===== config.mk =====
export PLATFORM = sky130hd
export DESIGN_NAME = cache_axi_bridge
export DESIGN_NICKNAME = d
export VERILOG_FILES = /design/src/rtl/cache_axi_bridge_pkg.sv /design/src/rtl/cache_axi_bridge_wr_buf.sv /design/src/rtl/cache_axi_bridge.sv
export SDC_FILE = /design/constraint.sdc
export NUM_CORES = 1
export LEC_CHECK = 0
export ABC_AREA = 1
export CORE_AREA = 2 2 199 201
export DETAILED_ROUTE_END_ITERATION = 8
export DIE_AREA = 0 0 201 203
export PLACE_DENSITY = 0.69
export SLEW_MARGIN = 10
export SYNTH_ARGS = -nofsm -noshare
export SYNTH_HDL_FRONTEND = slang
export SYNTH_SLANG_ARGS = --single-unit

===== constraint.sdc =====
create_clock -name clk -period 14.8 [get_ports clk]
set_input_delay 4.44 -clock clk [delete_from_list [all_inputs] [get_ports clk]]
set_output_delay 4.44 -clock clk [all_outputs]
set_load 0.05 [all_outputs]

===== src/rtl/cache_axi_bridge_pkg.sv =====
// Shared definitions for the cache-to-AXI line bridge: FSM state types and
// fixed AXI4 burst encodings for one 128-bit line moved as four 32-bit beats.
package cache_axi_bridge_pkg;

  localparam int unsigned LINE_BEATS     = 4;
  localparam logic [7:0]  AXI_LEN_LINE   = 8'(LINE_BEATS - 1);
  localparam logic [2:0]  AXI_SIZE_WORD  = 3'b010;
  localparam logic [1:0]  AXI_BURST_INCR = 2'b01;

  typedef enum logic [1:0] {R_IDLE, R_ADDR, R_DATA, R_DONE} rd_state_t;
  typedef enum logic [1:0] {W_IDLE, W_ADDR, W_DATA, W_RESP} wr_state_t;

  function automatic logic [31:0] line_align(input logic [31:0] addr);
    return {addr[31:4], 4'b0000};
  endfunction

endpackage


===== src/rtl/cache_axi_bridge_wr_buf.sv =====
// Writeback line buffer: captures the aligned address and 128-bit line on
// acceptance, then presents one 32-bit word per W handshake with wlast on beat 3.
module axi_line_wr_buf
  import cache_axi_bridge_pkg::*;
(
  input  logic         clk,
  input  logic         rst,
  input  logic         load,
  input  logic [31:0]  addr,
  input  logic [127:0] line,
  input  logic         advance,
  output logic [31:0]  line_addr,
  output logic [31:0]  wdata,
  output logic         wlast
);

  logic [127:0] line_q;
  logic [1:0]   beat_q;

  always_ff @(posedge clk or posedge rst) begin
    if (rst) begin
      line_addr <= '0;
      line_q    <= '0;
      beat_q    <= '0;
    end else if (load) begin
      line_addr <= line_align(addr);
      line_q    <= line;
      beat_q    <= '0;
    end else if (advance) begin
      beat_q <= beat_q + 2'd1;
    end
  end

  // The counter wraps back to 0 after the last beat, so wlast is only seen in W_DATA.
  assign wdata = line_q[{beat_q, 5'b00000} +: 32];
  assign wlast = (beat_q == 2'(LINE_BEATS - 1));

endmodule


===== src/rtl/cache_axi_bridge.sv =====
// Cache line refill/writeback to AXI4 4-beat INCR bursts; independent read and
// write FSMs. Define CACHE_AXI_RAW_CHECK_EN to hold reads behind same-line writebacks.
module cache_axi_bridge
  import cache_axi_bridge_pkg::*;
#(
  parameter int unsigned      ID_W  = 4,
  parameter logic [ID_W-1:0]  RD_ID = '0,
  parameter logic [ID_W-1:0]  WR_ID = ID_W'(1)
) (
  input  logic            clk,
  input  logic            rst,
  input  logic            rd_req,
  input  logic [31:0]     rd_addr,
  output logic            rd_rdy,
  output logic            ret_valid,
  output logic [127:0]    ret_data,
  input  logic            wr_req,
  input  logic [31:0]     wr_addr,
  input  logic [127:0]    wr_data,
  output logic            wr_rdy,
  output logic            wr_valid,
  output logic [ID_W-1:0] arid,
  output logic [31:0]     araddr,
  output logic [7:0]      arlen,
  output logic [2:0]      arsize,
  output logic [1:0]      arburst,
  output logic            arvalid,
  input  logic            arready,
  input  logic [ID_W-1:0] rid,
  input  logic [31:0]     rdata,
  input  logic [1:0]      rresp,
  input  logic            rlast,
  input  logic            rvalid,
  output logic            rready,
  output logic [ID_W-1:0] awid,
  output logic [31:0]     awaddr,
  output logic [7:0]      awlen,
  output logic [2:0]      awsize,
  output logic [1:0]      awburst,
  output logic            awvalid,
  input  logic            awready,
  output logic [31:0]     wdata,
  output logic [3:0]      wstrb,
  output logic            wlast,
  output logic            wvalid,
  input  logic            wready,
  input  logic [ID_W-1:0] bid,
  input  logic [1:0]      bresp,
  input  logic            bvalid,
  output logic            bready
);

  rd_state_t rd_state;
  wr_state_t wr_state;
  logic      rd_rdy_q;
  logic [1:0] rd_beat;
  logic      raw_hit;
  logic      unused_ok;

  assign arid    = RD_ID;
  assign arlen   = AXI_LEN_LINE;
  assign arsize  = AXI_SIZE_WORD;
  assign arburst = AXI_BURST_INCR;
  assign awid    = WR_ID;
  assign awlen   = AXI_LEN_LINE;
  assign awsize  = AXI_SIZE_WORD;
  assign awburst = AXI_BURST_INCR;
  assign wstrb   = 4'hF;

  assign unused_ok = ^{rid, rresp, bid, bresp, rd_addr[3:0], wr_addr[3:0]};

`ifdef CACHE_AXI_RAW_CHECK_EN
  // Block a refill of a line that is buffered or being accepted for writeback.
  assign raw_hit = (!wr_rdy && (rd_addr[31:4] == awaddr[31:4])) ||
                   (wr_req && wr_rdy && (wr_addr[31:4] == rd_addr[31:4]));
`else
  assign raw_hit = 1'b0;
`endif

  assign rd_rdy = rd_rdy_q && !raw_hit;

  always_ff @(posedge clk or posedge rst) begin
    if (rst) begin
      rd_state  <= R_IDLE;
      rd_rdy_q  <= 1'b1;
      araddr    <= '0;
      arvalid   <= 1'b0;
      rready    <= 1'b0;
      rd_beat   <= '0;
      ret_valid <= 1'b0;
      ret_data  <= '0;
    end else begin
      case (rd_state)
        R_IDLE: if (rd_req && rd_rdy) begin
          araddr   <= line_align(rd_addr);
          arvalid  <= 1'b1;
          rd_rdy_q <= 1'b0;
          rd_state <= R_ADDR;
        end
        R_ADDR: if (arready) begin
          arvalid  <= 1'b0;
          rready   <= 1'b1;
          rd_beat  <= '0;
          rd_state <= R_DATA;
        end
        R_DATA: if (rvalid) begin
          ret_data[{rd_beat, 5'b00000} +: 32] <= rdata;
          rd_beat <= rd_beat + 2'd1;
          if (rlast) begin
            rready    <= 1'b0;
            ret_valid <= 1'b1;
            rd_state  <= R_DONE;
          end
        end
        R_DONE: begin
          ret_valid <= 1'b0;
          rd_rdy_q  <= 1'b1;
          rd_state  <= R_IDLE;
        end
        default: rd_state <= R_IDLE;
      endcase
    end
  end

  logic buf_load;
  logic buf_wlast;

  assign buf_load = (wr_state == W_IDLE) && wr_req && wr_rdy;
  assign wlast    = buf_wlast;
  assign wr_valid = bready && bvalid;

  axi_line_wr_buf u_wr_buf (
    .clk       (clk),
    .rst       (rst),
    .load      (buf_load),
    .addr      (wr_addr),
    .line      (wr_data),
    .advance   (wvalid && wready),
    .line_addr (awaddr),
    .wdata     (wdata),
    .wlast     (buf_wlast)
  );

  always_ff @(posedge clk or posedge rst) begin
    if (rst) begin
      wr_state <= W_IDLE;
      wr_rdy   <= 1'b1;
      awvalid  <= 1'b0;
      wvalid   <= 1'b0;
      bready   <= 1'b0;
    end else begin
      case (wr_state)
        W_IDLE: if (wr_req && wr_rdy) begin
          awvalid  <= 1'b1;
          wr_rdy   <= 1'b0;
          wr_state <= W_ADDR;
        end
        W_ADDR: if (awready) begin
          awvalid  <= 1'b0;
          wvalid   <= 1'b1;
          wr_state <= W_DATA;
        end
        W_DATA: if (wready && buf_wlast) begin
          wvalid   <= 1'b0;
          bready   <= 1'b1;
          wr_state <= W_RESP;
        end
        W_RESP: if (bvalid) begin
          bready   <= 1'b0;
          wr_rdy   <= 1'b1;
          wr_state <= W_IDLE;
        end
        default: wr_state <= W_IDLE;
      endcase
    end
  end

endmodule


==> qor.csv <==
stage,metric,value,unit
routing,drtIter0Drc,1005,
routing,viasPerCell,4.897,
clock_network,clock_sinks,328,
placed_design,dp_hpwl,32.09,mm
clock_network,cts_tree,done,
floorplanning,io_pins,518,
synthesis,syn_inst,1680,
timing,skew,0.02248,ns
timing,setup_viol,0,
routing,drtPass1Iterations,6,
power,power_leakage,9.617,nW
worst_setup_path,cp.required,10.36,ns
clock_network,cts_setup_buffers,0,
floorplanning,rows,72,
clock_network,cts_root_buf,clkbuf_16,
routing,ant_nets,0,
global_route,grt_max_degree,165,
timing,hold_viol,0,
cells_and_area,most-common-layout-cells,"nand2_1 (599), clkdlybuf4s50_1 (451), dfrtp_1 (326), o21ai_0 (299), inv_1 (84)",
global_route,grt_pass1_vias,12815,
routing,wl_per_cell,17.87,um
clock_network,clk_latency,0.54,ns
power,ir_worst_vdd,0.07881,mV
placed_design,routabilityCongestion,0.8966,
timing,rsz0062_at_grt,false,
synthesis,yosys.cell_types.count,30,
synthesis,syn_avg_cell_area,8.552,um2
timing,relSlewSlack,24.38,%
timing,tns,0,ns
run,max-cap-violations,0,
floorplanning,die_area,40800,um2
outcome,status,finished clean,
cells_and_area,num-fill-cells,3518,
synthesis,yosysSeqAreaShare,57.15,%
global_route,grt_usage,22.57,%
placed_design,io_buffers,451,
worst_setup_path,worstSetupEndpointType,output pin,
floorplanning,fp.coreArea,38470,um2
power,power_density,174.0,nW/um2
timing,slew_viol_final,0,
cells_and_area,drive_gt1_share,4.220,%
synthesis,netlist_area,14370,um2
clock_network,cts-resized-gates,0,
timing,max_freq,97.28,MHz
cells_and_area,layout_commonest_cell,nand2_1,
clock_network,clk_pin_slew_worst_paths,0.06,ns
worst_setup_path,cp_max_fo,2,
global_route,grt_pass1_wl,73.33,mm
timing,period_share,69.46,%
global_route,overflow,0,
floorplanning,die_w,201,um
synthesis,yosysWarnings,0,
timing,layout_min_cycle_time,10.28,ns
timing,hold_slack,0.4647,ns
routing,drc,0,
routing,finalWirelength,47.01,mm
timing,tightest_slew,1.134,ns
worst_setup_path,cp.arrival,5.84,ns
clock_network,cts-buffers-inserted,39,
routing,vias,12883,
cells_and_area,syn_to_final_growth,40.90,%
clock_network,htree_levels,2,
worst_setup_path,worstSetupPathType,input port to output pin,
floorplanning,initial_core_util,37.35,%
clock_network,clk_path_buf_depth,3,
global_route,antenna_found_initial,7,
floorplanning,die_y,203,um
worst_setup_path,start_kind,input port,
clock_network,postCtsHoldBufs,0,
hold_path,hold_path_class,flop to flop,
synthesis,ys_seq_elements,328,
cells_and_area,nNetsFinal,2341,
final cells by class:
class	count	area, um2	share of cell area [%]
Sequential cell	328	8210	40.56
Multi-Input combinational cell	1154	5096	25.17
Timing Repair Buffer	464	4624	22.84
Inverter	92	354.1	1.749
Clock buffer	65	1205	5.952
Clock inverter	6	95.09	0.4697
Antenna cell	4	10.01	0.04945
Tap cell	518	648.1	3.202
per-stage QoR:
stage	instance area (um2)	setup slack, ns	instances	total power (W)	util, %
after floorplan	14530	1.280	1724	0.002131	-
after global placement	18930	4.511	2556	0.002546	49.22
after detailed placement	18930	4.511	2556	0.002573	49.22
after CTS	20230	4.510	2627	0.003552	52.60
after global routing	20240	4.472	2630	0.003724	52.62
final	20240	4.520	2631	0.003522	52.62
logic make-up after synthesis:
kind of cell,Yosys count,share of synthesized area (%)
AO/OA/AOI/OAI,371,12.97
other,2,0.05227
buffers and inverters,242,8.587
flip-flops,328,57.15
adder cells (fa/ha/maj),16,1.393
AND/OR/NAND/NOR,721,19.86
worst max-delay path, stage by stage:
cell and delay, ns:
clkdlybuf4s50_1 0.48, nand2_1 0.05, inv_1 0.06, clkdlybuf4s50_1 0.80
cell usage after synthesis:
cell type	number	area, um2
buf_2	36	180.2
nand3_1	69	345.3
nand3_2	1	10.01
buf_4	52	390.4
nor2_1	43	161.4
nor2_2	1	6.260
ha_1	16	200.2
o211ai_1	1	7.510
clkbuf_1	47	176.4
nand2_1	599	2248
o21ai_1	33	165.2
o21ai_0	299	1496
buf_6	11	123.9
clkbuf_2	2	10.01
nand3b_1	1	7.510
nand2_4	1	11.26
inv_2	7	26.28
inv_1	85	319.1
or2_1	1	6.260
or2_2	1	6.260
a21oi_1	37	185.2
nand4_2	1	12.51
conb_1	2	7.510
nor2_4	1	11.26
nor3_4	1	16.27
buf_1	2	7.510
dfrtp_1	326	8158
a22o_1	1	8.760
dfstp_2	2	52.55
nor3_2	1	10.01
flip-flops by register name, summed over array words and instances, names as in the netlist, 2 cells and up:
signal              cells
ret_data              128
araddr                 28
u_wr_buf.line_q       128
u_wr_buf.beat_q         2
rd_beat                 2
rd_state                2
u_wr_buf.line_addr     28
wr_state                2
power breakdown:
group | switching [W] | internal, W | leakage [nW]
sequential | 0.0000974 | 0.00111 | 4.33
clock | 0.000379 | 0.000590 | 0.636
combinational | 0.000928 | 0.000422 | 4.65
total | 0.00140 | 0.00212 | 9.62
per-layer routing:
layer	GRT usage, %	routed length, um	vias up	part of all wire [%]
met5	0	24	-	0.051
met1	28.85	18960	6165	40
li1	-	-	6070	-
met2	36.46	22020	564	47
met4	6.746	1243	4	2.6
met3	7.528	4765	80	10
worst paths after layout:
kind | from | end | slack [ns] | depth (start not counted)
worst max-delay path | bvalid | wr_valid | 4.52 | 4
worst min-delay path | u_wr_buf.line_q[63] | u_wr_buf.line_q[63] | 0.46 | 2
worst max register to register | rd_state[0] | ret_data[78] | 11.43 | 7
worst min register to register | u_wr_buf.line_q[63] | u_wr_buf.line_q[63] | 0.46 | 2
max in group asynchronous | rst | ret_data[106] | 8.88 | 3
min in group asynchronous | rst | araddr[20] | 4.39 | 2
Power figures use the tool's default switching activity.
